File: src/rtl/fix_add_arb.sv
// Round-robin arbiter sharing one 32-bit signed fixed-point adder among NREQ
// requesters, with a 1-deep registered result stage tagged by the winner's id.
module fix_add_arb #(
  parameter int NREQ = 4,
  parameter int IDW  = 2,
  parameter int SAT  = 1
) (
  input  logic                 clk,
  input  logic                 rst_n,
  input  logic [NREQ-1:0]      req_valid,
  input  logic [NREQ*32-1:0]   req_a,
  input  logic [NREQ*32-1:0]   req_b,
  output logic [NREQ-1:0]      req_ready,
  output logic                 out_valid,
  input  logic                 out_ready,
  output logic [31:0]          out_sum,
  output logic [IDW-1:0]       out_id,
  output logic                 out_ovf
);

  logic [IDW-1:0] rr_ptr;
  logic [IDW-1:0] win;
  logic [IDW-1:0] ptr_next;
  logic           found;
  logic           can_load;
  logic [31:0]    a_arr [NREQ];
  logic [31:0]    b_arr [NREQ];
  logic [31:0]    a_sel;
  logic [31:0]    b_sel;
  logic [32:0]    sum_wide;
  logic           ovf;
  logic [31:0]    sum_next;

  generate
    for (genvar gi = 0; gi < NREQ; gi++) begin : g_unpack
      assign a_arr[gi] = req_a[32*gi +: 32];
      assign b_arr[gi] = req_b[32*gi +: 32];
    end
  endgenerate

  assign can_load = !out_valid || out_ready;

  // Search starting at rr_ptr, wrapping at NREQ, first valid requester wins.
  always_comb begin
    int             idx;
    logic [IDW-1:0] idx_l;
    found = 1'b0;
    win   = '0;
    idx   = 0;
    idx_l = '0;
    for (int k = 0; k < NREQ; k++) begin
      idx = int'(rr_ptr) + k;
      if (idx >= NREQ) idx = idx - NREQ;
      idx_l = IDW'(idx);
      if (!found && req_valid[idx_l]) begin
        found = 1'b1;
        win   = idx_l;
      end
    end
  end

  always_comb begin
    req_ready = '0;
    if (rst_n && can_load && found) req_ready[win] = 1'b1;
  end

  assign a_sel    = a_arr[win];
  assign b_sel    = b_arr[win];
  assign sum_wide = {a_sel[31], a_sel} + {b_sel[31], b_sel};
  assign ovf      = sum_wide[32] ^ sum_wide[31];
  assign ptr_next = (win == IDW'(NREQ - 1)) ? '0 : win + IDW'(1);

  always_comb begin
    sum_next = sum_wide[31:0];
    if (SAT != 0 && ovf) sum_next = sum_wide[32] ? 32'h8000_0000 : 32'h7FFF_FFFF;
  end

  always_ff @(posedge clk) begin
    if (!rst_n) begin
      out_valid <= 1'b0;
      out_sum   <= '0;
      out_id    <= '0;
      out_ovf   <= 1'b0;
      rr_ptr    <= '0;
    end else if (can_load) begin
      if (found) begin
        out_valid <= 1'b1;
        out_sum   <= sum_next;
        out_id    <= win;
        out_ovf   <= ovf;
        rr_ptr    <= ptr_next;
      end else begin
        out_valid <= 1'b0;
      end
    end
  end

endmodule

File: config.mk
export PLATFORM = sky130hd
export DESIGN_NAME = fix_add_arb
export DESIGN_NICKNAME = d
export VERILOG_FILES = /design/src/rtl/fix_add_arb.sv
export SDC_FILE = /design/constraint.sdc
export NUM_CORES = 1
export LEC_CHECK = 0
export ABC_AREA = 0
export CAP_MARGIN = 20
export CELL_PAD_IN_SITES_DETAIL_PLACEMENT = 1
export CELL_PAD_IN_SITES_GLOBAL_PLACEMENT = 1
export CORE_MARGIN = 3
export CORE_UTILIZATION = 26
export DETAILED_ROUTE_END_ITERATION = 16
export GPL_ROUTABILITY_DRIVEN = 0
export GPL_TIMING_DRIVEN = 0
export HOLD_SLACK_MARGIN = 0.02
export PLACE_DENSITY_LB_ADDON = 0.2
export SLEW_MARGIN = 20
export SYNTH_ARGS = -nofsm -noshare
export SYNTH_HDL_FRONTEND = slang
export SYNTH_SLANG_ARGS = --single-unit
File: constraint.sdc
create_clock -name clk -period 5.1 [get_ports clk]
set_clock_uncertainty 0.1 [all_clocks]
set_input_delay 0.765 -clock clk [delete_from_list [all_inputs] [get_ports clk]]
set_output_delay 0.765 -clock clk [all_outputs]
set_load 0.02 [all_outputs]
### After elaboration in Yosys (flattened, before gate mapping)

Index checks and enable logic that the tools add are counted.

* word-level logic and storage cells: 73
* memories: 0
* bits in registers: 38
* latch bits: 0
* input port bits: 263
* bits in writable memories: 0
* ROM bits: 0
* output and inout bits: 40

* reductions and logical operators: 12
* $add $sub $neg: 9
* eq/ne operators: 1
* multiplexer cells: 33
* bitwise operators: 2
* multiply operators: 0
* shifts and indexed selects: 0
* divide/modulo/power cells: 0
* order comparisons: 11

Operators with widths (number)
* 2-to-1 mux 32 bit: 6
* binary-select mux 32 bit (select 2 bit): 2
* adder 32 x 32 -> 33 bit: 1
* 2-to-1 mux 2 bit: 9
* less-than comparator 2 x 3 -> 1 bit, second input constant: 5
* >= comparator 3 bit, second input constant: 4
* 2-to-1 mux 1 bit: 10
* binary-select mux 1 bit (select 2 bit): 4
* subtractor 2 x 1 -> 2 bit, second input constant: 4
* adder 2 x 2 -> 3 bit, second input constant: 2
* logical AND 1 bit: 6
* zero test 1 bit: 4
* 2-to-1 mux 4 bit: 1
* adder 2 x 1 -> 3 bit, second input constant: 1
* >= comparator 2 x 3 -> 1 bit, second input constant: 1
* inverter 2 -> 3 bit: 1
* adder 2 x 1 -> 2 bit, second input constant: 1
* demux 1 bit (select 2 bit): 1
* equality test 2 bit, second input constant: 1
* >= comparator 2 x 1 -> 1 bit, second input constant: 1
* AND reduction 2 bit: 1
* logical OR 1 bit: 1
* bitwise XOR 1 bit: 1

### Depth between registers and ports, before layout

Gate-level depths: netlist of run 1.

* depth in word-level cells: 21
* mapped depth: 21
* mapped depth without buffers: 18

### Least setup slack after synthesis of run 1

Ideal clock, no wire load.

* path type: input to register
* start point: input port req_valid[0]
* end point: register out_sum[28]
* library setup time: 70 ps
* stages: 17
* required time: 4930 ps
* path buffers: 3
* slack: 292 ps
* arrival time: 4638 ps
* cells stage by stage: or4_1 -> and2_1 -> inv_1 -> clkbuf_1 -> clkbuf_1 -> a31oi_1 -> ha_1 -> a21o_1 -> a2111o_1 -> o22ai_2 -> o31ai_2 -> a211o_1 -> a31oi_4 -> xnor2_2 -> buf_6 -> maj3_2 -> a21oi_1

* word-level cells in the longest chain between the ends: 19
* elaborated cells on any way between the ends: 34
* those cells by class: add/sub: 1; mux: 24; bitwise: 2; reduce/logical: 7

RTL lines
* start, declared: RTL line 10 `input logic [NREQ-1:0] req_valid,`
* binary-select mux 1 bit (select 2 bit): RTL line 55 `if (!found && req_valid[idx_l]) begin`
* 2-to-1 mux 1 bit (implied by the code): RTL line 55
* 2-to-1 mux 1 bit: RTL line 55
* zero test 1 bit: RTL line 55
* logical AND 1 bit: RTL line 55
* 2-to-1 mux 1 bit: RTL line 55
* zero test 1 bit: RTL line 55
* logical AND 1 bit: RTL line 55
* (+2 left out)
* logical AND 1 bit: RTL line 55
* 2-to-1 mux 2 bit: RTL line 55
* inverter 2 -> 3 bit (implied by the code): RTL line 67, 68
* binary-select mux 32 bit (select 2 bit), on equally long branches: RTL line 67, 68
* 2-to-1 mux 32 bit, on equally long branches (2 in a row): RTL line 67, 68
* adder 32 x 32 -> 33 bit: RTL line 69 `assign sum_wide = {a_sel[31], a_sel} + {b_sel[31], b_sel};`
* 2-to-1 mux 32 bit or bitwise XOR 1 bit (tied branches): RTL line 75, 70
* 2-to-1 mux 32 bit: RTL line 75 `if (SAT != 0 && ovf) sum_next = sum_wide[32] ? 32'h8000_0000 : 32'h7FFF_FFFF;`
* end signal, assigned: RTL line 88 `out_sum <= sum_next;`
* end, declared: RTL line 16 `output logic [31:0] out_sum,`

Parallel ways exist; a longest one is shown, timed or not. The select of a mux whose other input is x is not followed.
A chain may end at the register's enable or synchronous reset.

### Final worst setup path of run 1

* start point: input port req_valid[2]
* end point: register out_sum[0]

The elaborated chain is that of the path after synthesis.

==> results of run 1 <==
[per-layer routing]
layer	wire, um	vias up	track usage (%)
li1	-	3743	-
met1	12300	3481	29.8
met2	13700	209	41.5
met3	1590	22	4.34
met4	331	0	3.90
met5	0	-	0
[cell families (layout without fill, tap and decap cells)]
family / after synthesis / in the layout / share of synthesized area, %
XOR/XNOR: 29 / 30 / 4.78
adder cells (fa/ha/maj): 63 / 63 / 13.8
buffers and inverters: 80 / 397 / 5.79
AO/OA/AOI/OAI: 251 / 251 / 28.0
flip-flops: 38 / 38 / 13.9
multiplexers: 2 / 2 / 0.366
AND/OR/NAND/NOR: 414 / 414 / 33.4
[final timing paths]
| kind | startpoint | to | slack (ns) | cells after the start |
|---|---|---|---|---|
| hold / removal | out_sum[31]$_SDFFE_PN0P_ | out_sum[31]$_SDFFE_PN0P_ | 0.37 | 2 |
| hold reg to reg | out_sum[31]$_SDFFE_PN0P_ | out_sum[31]$_SDFFE_PN0P_ | 0.37 | 2 |
| setup / recovery | req_valid[2] | out_sum[0]$_SDFFE_PN0P_ | 0.14 | 18 |
| setup reg to reg | rr_ptr[1]$_SDFFE_PN0P_ | out_sum[0]$_SDFFE_PN0P_ | 0.34 | 20 |
[through the flow]
step	power [uW]	cells	instance area [um^2]
3_3_place_gp	3950	1449	8830
4_1_cts	4630	1462	9420
3_5_place_dp	4000	1449	8830
5_1_grt	5130	1465	9540
2_1_floorplan	2840	877	5470
6_report	4740	1465	9540
[synth_stat cells, types with 2 or more instances]
| master | instances |
|---|---|
| a21boi_0 | 3 |
| inv_1 | 16 |
| buf_6 | 2 |
| buf_1 | 7 |
| mux2i_1 | 2 |
| o22ai_1 | 2 |
| a22o_1 | 2 |
| a31oi_1 | 68 |
| nor3_1 | 2 |
| ha_1 | 36 |
| xor2_1 | 9 |
| o21ai_1 | 12 |
| and3_1 | 71 |
| a21oi_1 | 70 |
| clkbuf_1 | 54 |
| nand3_1 | 6 |
| maj3_1 | 7 |
| o21ai_0 | 45 |
| nand2_1 | 290 |
| maj3_2 | 19 |
| o31a_1 | 2 |
| nor2_1 | 17 |
| nand4_1 | 7 |
| and2_1 | 4 |
| or3_1 | 2 |
| dfxtp_1 | 38 |
| o21a_1 | 5 |
| xnor2_1 | 19 |
| a211oi_1 | 6 |
| o211ai_1 | 2 |
| a2111oi_0 | 3 |
| and4_1 | 2 |
| a21o_1 | 9 |
| o21bai_1 | 6 |
| a311o_1 | 2 |
| nand2b_1 | 4 |
[final cells by class]
class | instances | area [um^2] | share of cell area, %
timing repair buffer | 315 | 3120 | 32.7
inverter | 16 | 60.1 | 0.630
tap | 270 | 338 | 3.54
sequential | 38 | 761 | 7.98
multi-input combinational | 760 | 4670 | 49.0
clock buffer | 7 | 133 | 1.39
clock inverter | 1 | 30.0 | 0.315
buffer | 58 | 422 | 4.42
[state kept, by name, indices dropped and copies added, names as in the netlist]
signal,flops
out_sum,32
out_id,2
out_valid,1
out_ovf,1
rr_ptr,2
[power breakdown]
part | switching [uW] | leakage (uW) | internal [uW]
logic | 2120 | 0.00359 | 1780
clock network | 114 | 0.0000781 | 231
registers | 71.5 | 0.000317 | 421
total | 2300 | 0.00398 | 2430
[worst max-delay path: stages]
cell and delay, ns:
dlygate4sd2_1 0.29, or4_4 0.45, and2_4 0.17, clkbuf_8 0.19
clkbuf_8 0.18, and3_1 0.18, a31oi_4 0.22, ha_4 0.25
a21o_1 0.19, a2111o_1 0.40, o22ai_2 0.20, o31ai_4 0.13
a211o_1 0.33, a31oi_4 0.29, buf_6 0.15, xnor2_2 0.14
maj3_1 0.40, a21oi_1 0.14
[repair_timing]
item,4_1_cts,5_1_grt
pin swaps,7,9
hold buffers,0,0
gates resized for setup,113,44
gates cloned,3,0
endpoints found under the setup margin,35,32
setup buffers,7,4
==> summary.md, run 1 <==
| Metric | Value |
|---|---|
| Antenna Cells | `0` |
| Ratio of final minimum period to clock period | `97.3%` |
| Largest net degree at the start of global routing | `12` |
| Top cell type's share of synthesized area | `19.9%` |
| Pwr Density | `497 nW/um^2` |
| Outcome | `completed` |
| Core ar. | `20,400 um^2` |
| Worst Path Arrival | `5.08 ns` |
| Final setup violating endpoints | `0` |
| DP Worst Slack | `-1.73 ns` |
| DPL Wire Length | `23,100 um` |
| YS warnings | `0` |
| Min-Delay Path Class | `reg2reg` |
| Worst-Margin Slew | `0.484 ns` |
| Initial cell density of the core | `26.8%` |
| Slew HR | `67.7%` |
| Yosys cell types | `62` |
| First-pass GRT wire length | `41,700 um` |
| Synth Net Count | `1,177` |
| Maximum clock path buffer count | `2` |
| Top cells by area, synth | `nand2_1, dfxtp_1, ha_1` |
| Final net count | `1,494` |
| Number of synthesized flops with an enable pin | `0` |
| CTS root buf | `clkbuf_16` |
| Residual DRC count | `0` |
| Starting DRT DRC Count | `267` |
| Synth area leader | `nand2_1` |
| Synth Area per Inst | `6.24 um^2` |
| Most used DFF post-synth | `dfxtp_1` |
| Mapped Area | `5470 um^2` |
| Fillers | `2,610` |
| Clock latency on the worst-skew pair | `0.28 ns` |
| Fin Hold WS | `0.366 ns` |
| Post-Route WL | `28,000 um` |
| Depth of the CTS H-tree | `2` |
| CP required | `5.22 ns` |
| Final ANT Viol Nets | `0` |
| CTS tree | `done` |
| Total negative slack | `0 ns` |
| Vias | `7,455` |
| Critical path class | `in2reg` |
| Die Wd | `151 um` |
| IO Port Bufs | `302` |
| Initial antenna violation count | `0` |
| Most common cell after layout, fill and taps aside | `clkdlybuf4s50_1` |
| Die height | `151 um` |
| Max-slew violations | `0` |
| Vias in the first global route | `7,591` |
| DR WL/cell | `19.1 um` |
| #FFs+latches synth | `38` |
| Row cnt | `52` |
| Clk sink count | `38` |
| CP Launch Type | `input pin` |
| Total clock buffers created by CTS | `5` |
| Grt ovf | `0` |
| Period minus WS final | `4.96 ns` |
| Layout cells sized above 1 | `11.6%` |
| Worst setup EP type | `flop` |
| Ports | `303` |
| Pre-Repair DR Iteration Count | `4` |
| Peak VDD IR | `173 uV` |
| Final Hold Fails | `0` |
| Syn Inst Count | `877` |
| Via density per instance | `5.09` |
| Clk pin slew, worst setup/hold paths | `0.06 ns` |
| Max-cap violations | `0` |
| Max Clk Rate | `0.202 GHz` |
| Ys async rst share | `0%` |
| Total global-route track usage | `23.3%` |
| Die area | `22,800 um^2` |
| Post-synthesis sequential area ratio | `13.9%` |
| Most frequent cells in the layout | `clkdlybuf4s50_1, nand2_1, and3_1` |
| Final Core Density | `46.7%` |
| Area delta synth->final | `74.3%` |
| Post-route setup slack | `0.139 ns` |
| Leakage | `0.00398 uW` |
| CP Max Fanout | `10` |
Power figures use the tool's default switching activity.
==> run 2, diff against run 1 <==
--- a/config.mk
+++ b/config.mk
@@ -16,6 +16,7 @@
 export GPL_TIMING_DRIVEN = 0
 export HOLD_SLACK_MARGIN = 0.02
 export PLACE_DENSITY_LB_ADDON = 0.2
+export SETUP_SLACK_MARGIN = 0.4
 export SLEW_MARGIN = 20
 export SYNTH_ARGS = -nofsm -noshare
 export SYNTH_HDL_FRONTEND = slang
==> run 2 against run 1 <==
  * Register-to-register slack improved by 0.12 ns
  * Critical path depth is 5 higher
  * Non-clock buffer count increased by 42
  * Power grew 14%
  * Flip-flop and latch count is the same
  * Final cell count grew 2.8%
  * Design area increased by 10%
  * Fmax up 3.6%
  * Clock power is 10% lower
  * Utilization increased by 4.7 points
  * Sequential share of layout area fell by 0.72 points
  * Die area did not move
  * Critical path type unchanged
  * Critical endpoint is now out_sum[26]$_SDFFE_PN0P_
  * Largest cell class unchanged
==> summary.md, run 2 (synthesized netlist as in run 1, its figures left out) <==
| Metric | Value |
|---|---|
| Outcome | `completed (unchanged)` |
| Worst Path Arrival | `4.90 ns (was 5.08 ns)` |
| Starting DRT DRC Count | `223 (was 267)` |
| Maximum clock path buffer count | `2 (unchanged)` |
| CP Cell Sequence | `buf_4, inv_1, a22oi_2, o22ai_1, a31oi_2, and2_4, inv_2, clkbuf_16, clkbuf_16, a31oi_4, ha_4, buf_8, o21a_1, o21a_1, o22ai_2, o31ai_4, a211o_1, a31oi_4, xnor2_4, buf_6, buf_6, maj3_2, a21oi_1 (was dlygate4sd2_1, or4_4, and2_4, clkbuf_8, clkbuf_8, and3_1, a31oi_4, ha_4, a21o_1, a2111o_1, o22ai_2, o31ai_4, a211o_1, a31oi_4, buf_6, xnor2_2, maj3_1, a21oi_1)` |
| CTS tree | `done (unchanged)` |
| CTS root buf | `clkbuf_16 (unchanged)` |
| Leakage | `0.00431 uW (was 0.00398 uW)` |
| Worst hold stages | `2 (unchanged)` |
| Depth of the CTS H-tree | `2 (unchanged)` |
| Met2 GRT Util | `45.4% (was 41.5%)` |
| Critical path class | `in2reg (unchanged)` |
| IO Port Bufs | `302 (unchanged)` |
| Row cnt | `52 (unchanged)` |
| Max reg flops | `32 (unchanged)` |
| CP max stage cell | `a211o_1 (was or4_4)` |
| Final ANT Viol Nets | `0 (unchanged)` |
| Via density per instance | `5.16 (was 5.09)` |
| Final setup violating endpoints | `0 (unchanged)` |
| Vias | `7,776 (was 7,455)` |
| Initial cell density of the core | `26.8% (unchanged)` |
| Initial antenna violation count | `0 (unchanged)` |
| Final Cell Area | `10,500 um^2 (was 9540 um^2)` |
| Critical Path Max Stage Delay | `0.33 ns (was 0.45 ns)` |
| Die height | `151 um (unchanged)` |
| Final Hold Fails | `0 (unchanged)` |
| CP Max Fanout | `10 (unchanged)` |
| Core ar. | `20,400 um^2 (unchanged)` |
| Area delta synth->final | `91.9% (was 74.3%)` |
| Layout cells sized above 1 | `19.7% (was 11.6%)` |
| CP required | `5.21 ns (was 5.22 ns)` |
| Worst setup EP type | `flop (unchanged)` |
| Hold EP | `out_sum[31]$_SDFFE_PN0P_ (unchanged)` |
| Cells on worst reg2reg path | `21 (was 20)` |
| Slew HR | `49.9% (was 67.7%)` |
| Max Clk Rate | `0.209 GHz (was 0.202 GHz)` |
| Max-slew violations | `0 (unchanged)` |
| Die Wd | `151 um (unchanged)` |
| Vias in the first global route | `8,147 (was 7,591)` |
| Hold Startpoint | `out_sum[31]$_SDFFE_PN0P_ (unchanged)` |
| Worst Setup SP | `req_valid[3] (was req_valid[2])` |
| Busiest grt layer | `met2 (unchanged)` |
| M1 GR Usage | `29.9% (was 29.8%)` |
| Worst-Margin Slew | `0.751 ns (was 0.484 ns)` |
| Total negative slack | `0 ns (unchanged)` |
| First-pass GRT wire length | `44,200 um (was 41,700 um)` |
| Largest net degree at the start of global routing | `12 (unchanged)` |
| Clk pin slew, worst setup/hold paths | `0.05 ns (was 0.06 ns)` |
| DP Worst Slack | `-1.76 ns (was -1.73 ns)` |
| Pwr Density | `515 nW/um^2 (was 497 nW/um^2)` |
| Die area | `22,800 um^2 (unchanged)` |
| Biggest register | `out_sum (unchanged)` |
| Post-Route WL | `30,000 um (was 28,000 um)` |
| R2R Path Start | `rr_ptr[1]$_SDFFE_PN0P_ (unchanged)` |
| Most frequent cells in the layout | `clkdlybuf4s50_1, nand2_1, and3_1 (unchanged)` |
| Max-cap violations | `0 (unchanged)` |
| Clock latency on the worst-skew pair | `0.28 ns (about the same)` |
| Fillers | `2,523 (was 2,610)` |
| Critical path buffers and inverters | `8 (was 4)` |
| Clk sink count | `38 (unchanged)` |
| Worst reg-to-reg setup slack | `0.46 ns (was 0.34 ns)` |
| RSZ-0062 raised after global routing | `true` |
| Peak VDD IR | `229 uV (was 173 uV)` |
| Final net count | `1,535 (was 1,494)` |
| Most common cell after layout, fill and taps aside | `clkdlybuf4s50_1 (unchanged)` |
| Total clock buffers created by CTS | `5 (unchanged)` |
| Ratio of final minimum period to clock period | `93.9% (was 97.3%)` |
| Post-route setup slack | `0.310 ns (was 0.139 ns)` |
| DR WL/cell | `19.9 um (was 19.1 um)` |
| Non-Filler Instances | `1,506 (was 1,465)` |
| Met3 usage | `4.55% (was 4.34%)` |
| Pre-Repair DR Iteration Count | `5 (was 4)` |
| CP Launch Type | `input pin (unchanged)` |
| Post-DP Area | `8840 um^2 (was 8830 um^2)` |
| Residual DRC count | `0 (unchanged)` |
| Critical path's top delay family | `compound AO/OA/AOI/OAI gates (unchanged)` |
| Crit Reg-Reg Endpoint | `out_sum[26]$_SDFFE_PN0P_ (was out_sum[0]$_SDFFE_PN0P_)` |
| Ports | `303 (unchanged)` |
| Post-Place Cells | `1,449 (unchanged)` |
| Antenna Cells | `0 (unchanged)` |
| Grt ovf | `0 (unchanged)` |
| DPL Wire Length | `23,200 um (was 23,100 um)` |
| Period minus WS final | `4.79 ns (was 4.96 ns)` |
| Total global-route track usage | `24.7% (was 23.3%)` |
| Largest registers | `out_sum: 32 flops, out_id: 2 flops, rr_ptr: 2 flops (unchanged)` |
| Min-Delay Path Class | `reg2reg (unchanged)` |
==> run 2: cell count changes in the layout (fill, tap and decap cells not counted), sizes merged <==
cell	delta
buf	+32
xnor2	-1
bufinv	-1
inv	-1
dlygate4sd2	-1
clkinv	+1
clkbuf	+11
clkinvlp	+1
==> run 2: tightest hold or removal path: stages, from the launching register on <==
cell	delay, ns
dfxtp_1	0.31
nand2_1	0.05
a21boi_1	0.05
==> run 2: what timing repair did <==
item	4_1_cts	5_1_grt
endpoints found under the setup margin	37	33
cloned	11	0
hold buffers	0	0
gates resized for setup	218	63
buffers inserted	33	5
pin swaps	35	37
==> run 2: worst max path at each step <==
stage / cells after the start / slack (ns) / endpoint
after floorplan: 20 / 0.43 / out_sum[28]$_SDFFE_PN0P_
after global placement: 21 / -1.62 / out_sum[14]$_SDFFE_PN0P_
after detailed placement: 21 / -1.76 / out_sum[14]$_SDFFE_PN0P_
after CTS: 19 / 0.39 / out_sum[17]$_SDFFE_PN0P_
after global routing: 23 / 0.22 / out_sum[22]$_SDFFE_PN0P_
final: 23 / 0.31 / out_sum[26]$_SDFFE_PN0P_
==> run 2: area by class of cell <==
cell class / instances / area, um^2 / area share, %
multi-input combinational: 759 / 5080 / 48.4
clock inverter: 1 / 5.00 / 0.0477
clock buffer: 7 / 143 / 1.36
timing repair buffer: 351 / 3460 / 33.0
sequential: 38 / 762 / 7.26
buffer: 64 / 647 / 6.16
tap: 270 / 338 / 3.22
inverter: 16 / 63.8 / 0.608
==> run 2: power breakdown <==
group	leakage, uW	total [uW]	internal, uW	switching (uW)
combinational	0.00392	4600	2220	2380
clock	0.0000739	310	194	117
sequential	0.000318	497	422	75.2
==> run 2: per-layer routing <==
layer  vias to the layer above  share of wire, %
li1                       3823                 -
met1                      3697                42
met2                       221                51
met3                        35               5.4
met4                         0               2.0
met5                         -                 0
==> run 2: stage by stage <==
step	total power, uW	util [%]	hold slack [ns]
global placement	3960	43.3	0.353
finish	5410	51.4	0.364
detailed placement	4020	43.3	0.363
CTS	5090	49.9	0.370
global route	5800	51.4	0.388
floorplan	2840	-	0.406
==> run 3, diff against run 2 <==
--- a/config.mk
+++ b/config.mk
@@ -16,7 +16,7 @@
 export GPL_TIMING_DRIVEN = 0
 export HOLD_SLACK_MARGIN = 0.02
 export PLACE_DENSITY_LB_ADDON = 0.2
-export SETUP_SLACK_MARGIN = 0.4
+export SETUP_SLACK_MARGIN = 0.15
 export SLEW_MARGIN = 20
 export SYNTH_ARGS = -nofsm -noshare
 export SYNTH_HDL_FRONTEND = slang
==> run 3 against run 2 <==
  * Final cell count is 1.7% lower
  * Worst setup slack worse by 0.030 ns
  * Clock power increased by 12%
  * Die area is the same
  * Sequential share of layout area grew 0.38 points
  * Utilization fell by 2.6 points
  * Worst hold slack gained 0.0024 ns
  * Highest routed layer unchanged
==> summary.md, run 3 (synthesized netlist as in run 1, its figures left out) <==
| Metric | Value |
|---|---|
| Worst setup EP type | `flop (unchanged)` |
| Cells on worst reg2reg path | `21 (unchanged)` |
| Post-Route WL | `28,800 um (was 30,000 um)` |
| Vias in the first global route | `7,664 (was 8,147)` |
| CP Cell Sequence | `buf_2, or4_4, and2_4, clkbuf_16, clkbuf_8, and3_4, a31oi_4, ha_4, buf_6, o21a_1, o21a_1, o22ai_2, o31ai_4, a211o_1, a31oi_4, xnor2_4, buf_6, maj3_1, a21oi_1 (was buf_4, inv_1, a22oi_2, o22ai_1, a31oi_2, and2_4, inv_2, clkbuf_16, clkbuf_16, a31oi_4, ha_4, buf_8, o21a_1, o21a_1, o22ai_2, o31ai_4, a211o_1, a31oi_4, xnor2_4, buf_6, buf_6, maj3_2, a21oi_1)` |
| Vias | `7,590 (was 7,776)` |
| Biggest register | `out_sum (unchanged)` |
| Die height | `151 um (unchanged)` |
| Min-Delay Path Class | `reg2reg (unchanged)` |
| Initial antenna violation count | `0 (unchanged)` |
| Layout cells sized above 1 | `14.9% (was 19.7%)` |
| Post-Route M1 WL | `12,200 um (was 12,500 um)` |
| Area delta synth->final | `82.1% (was 91.9%)` |
| Max Clk Rate | `0.207 GHz (was 0.209 GHz)` |
| Outcome | `completed (unchanged)` |
| CP max stage cell | `or4_4 (was a211o_1)` |
| Ports | `303 (unchanged)` |
| RSZ-0062 raised after global routing | `false (was true)` |
| Met2 wire len | `14,300 um (was 15,300 um)` |
| CTS root buf | `clkbuf_16 (unchanged)` |
| Max-cap violations | `0 (unchanged)` |
| CTS tree | `done (unchanged)` |
| Total global-route track usage | `23.6% (was 24.7%)` |
| Worst Path Arrival | `4.94 ns (was 4.90 ns)` |
| Residual DRC count | `0 (unchanged)` |
| Antenna Cells | `0 (unchanged)` |
| Starting DRT DRC Count | `300 (was 223)` |
| Final net count | `1,510 (was 1,535)` |
| Die area | `22,800 um^2 (unchanged)` |
| Core ar. | `20,400 um^2 (unchanged)` |
| DPL Wire Length | `23,100 um (was 23,200 um)` |
| Worst hold stages | `2 (unchanged)` |
| IO Port Bufs | `302 (unchanged)` |
| Slew HR | `62.8% (was 49.9%)` |
| Crit Reg-Reg Endpoint | `out_sum[1]$_SDFFE_PN0P_ (was out_sum[26]$_SDFFE_PN0P_)` |
| DR WL/cell | `19.4 um (was 19.9 um)` |
| Peak VDD IR | `182 uV (was 229 uV)` |
| Critical path class | `in2reg (unchanged)` |
| Post-Place Cells | `1,449 (unchanged)` |
| First-pass GRT wire length | `42,100 um (was 44,200 um)` |
| Leakage | `0.00411 uW (was 0.00431 uW)` |
| Clock latency on the worst-skew pair | `0.28 ns (about the same)` |
| Pre-Repair DR Iteration Count | `6 (was 5)` |
| Max reg flops | `32 (unchanged)` |
| Routed wl met3 | `1770 um (was 1610 um)` |
| Critical Path Max Stage Delay | `0.55 ns (was 0.33 ns)` |
| Row cnt | `52 (unchanged)` |
| Total power after layout | `5090 uW (was 5410 uW)` |
| Die Wd | `151 um (unchanged)` |
| Critical path buffers and inverters | `5 (was 8)` |
| Ratio of final minimum period to clock period | `94.5% (was 93.9%)` |
| Hold EP | `out_sum[31]$_SDFFE_PN0P_ (unchanged)` |
| Critical path's top delay family | `compound AO/OA/AOI/OAI gates (unchanged)` |
| Total clock buffers created by CTS | `5 (unchanged)` |
| R2R Path Start | `rr_ptr[1]$_SDFFE_PN0P_ (unchanged)` |
| Clk pin slew, worst setup/hold paths | `0.06 ns (was 0.05 ns)` |
| Largest registers | `out_sum: 32 flops, out_id: 2 flops, rr_ptr: 2 flops (unchanged)` |
| Largest net degree at the start of global routing | `12 (unchanged)` |
| Via density per instance | `5.12 (was 5.16)` |
| CP Launch Type | `input pin (unchanged)` |
| Final Hold Fails | `0 (unchanged)` |
| CP Max Fanout | `10 (unchanged)` |
| Worst-Margin Slew | `0.558 ns (was 0.751 ns)` |
| Non-Filler Instances | `1,481 (was 1,506)` |
| Period minus WS final | `4.82 ns (was 4.79 ns)` |
| Pwr Density | `511 nW/um^2 (was 515 nW/um^2)` |
| Grt ovf | `0 (unchanged)` |
| Final ANT Viol Nets | `0 (unchanged)` |
| Maximum clock path buffer count | `2 (unchanged)` |
| Max-slew violations | `0 (unchanged)` |
| Final setup violating endpoints | `0 (unchanged)` |
| Depth of the CTS H-tree | `2 (unchanged)` |
| CP required | `5.22 ns (was 5.21 ns)` |
| Worst reg-to-reg setup slack | `0.42 ns (was 0.46 ns)` |
| Final Core Density | `48.8% (was 51.4%)` |
| Hold Startpoint | `out_sum[31]$_SDFFE_PN0P_ (unchanged)` |
| Top Layer Used | `met4 (unchanged)` |
| Initial cell density of the core | `26.8% (unchanged)` |
| Most frequent cells in the layout | `clkdlybuf4s50_1, nand2_1, and3_1 (unchanged)` |
| Most common cell after layout, fill and taps aside | `clkdlybuf4s50_1 (unchanged)` |
| Clk sink count | `38 (unchanged)` |
[run 3: worst max path at each step]
stage                       from                       end  slack, ns  cells past startpoint
global placement    req_valid[0]  out_sum[23]$_SDFFE_PN0P_      -1.66                     21
CTS                 req_valid[0]  out_sum[14]$_SDFFE_PN0P_       0.15                     20
finish              req_valid[1]   out_sum[1]$_SDFFE_PN0P_       0.28                     19
detailed placement  req_valid[0]  out_sum[21]$_SDFFE_PN0P_      -1.73                     21
global route        req_valid[1]  out_sum[21]$_SDFFE_PN0P_       0.09                     19
floorplan           req_valid[0]  out_sum[28]$_SDFFE_PN0P_       0.29                     17
[run 3: repair_timing]
item                                    in CTS  in global routing
gates resized for setup                    145                 96
endpoints found under the setup margin      35                 33
hold buffers                                 0                  0
buffers inserted                             9                 11
pin swaps                                    9                 19
cloned                                       4                  2
[run 3: area by class of cell]
cell class / count / area, um^2
Clock inverter: 1 / 30.0
Buffer: 62 / 518
Multi-Input combinational cell: 760 / 4900
Tap cell: 270 / 338
Sequential cell: 38 / 761
Clock buffer: 7 / 133
Timing Repair Buffer: 327 / 3220
Fill cell: 2573 / 10500
Inverter: 16 / 62.6
[run 3: worst reg2reg max path, stage by stage, from the launching register on]
cell	delay, ns
dfxtp_1	0.49
a21oi_2	0.10
o21a_1	0.20
o22ai_4	0.20
buf_12	0.16
clkbuf_8	0.16
buf_4	0.17
nand2_1	0.07
and3_4	0.17
a31oi_4	0.21
ha_4	0.24
buf_6	0.13
o21a_1	0.20
o21a_1	0.18
o22ai_2	0.23
o31ai_4	0.13
a211o_1	0.33
a31oi_4	0.29
xnor2_4	0.17
buf_6	0.17
maj3_1	0.37
a21oi_1	0.13
[run 3: routing by layer]
layer  vias up  track usage [%]
li1       3767                -
met1      3563             29.6
met2       235             42.1
met3        25             4.73
met4         0             4.26
met5         -                0
[run 3: through the flow]
step                      worst slack [ns]  hold slack [ns]  TNS [ns]  instance area [um^2]
final                                0.280            0.367         0                  9960
after CTS                            0.153            0.368         0                  9590
after floorplan                      0.292            0.406         0                  5470
after global routing                0.0891            0.387         0                  9960
after global placement               -1.66            0.352    -50.51                  8830
after detailed placement             -1.73            0.363    -52.49                  8830
[run 3: power breakdown]
group | leakage (uW) | switching (uW) | internal (uW) | total, uW
sequential | 0.000317 | 72.3 | 421 | 494
clock | 0.0000781 | 117 | 231 | 348
combinational | 0.00371 | 2270 | 1970 | 4250
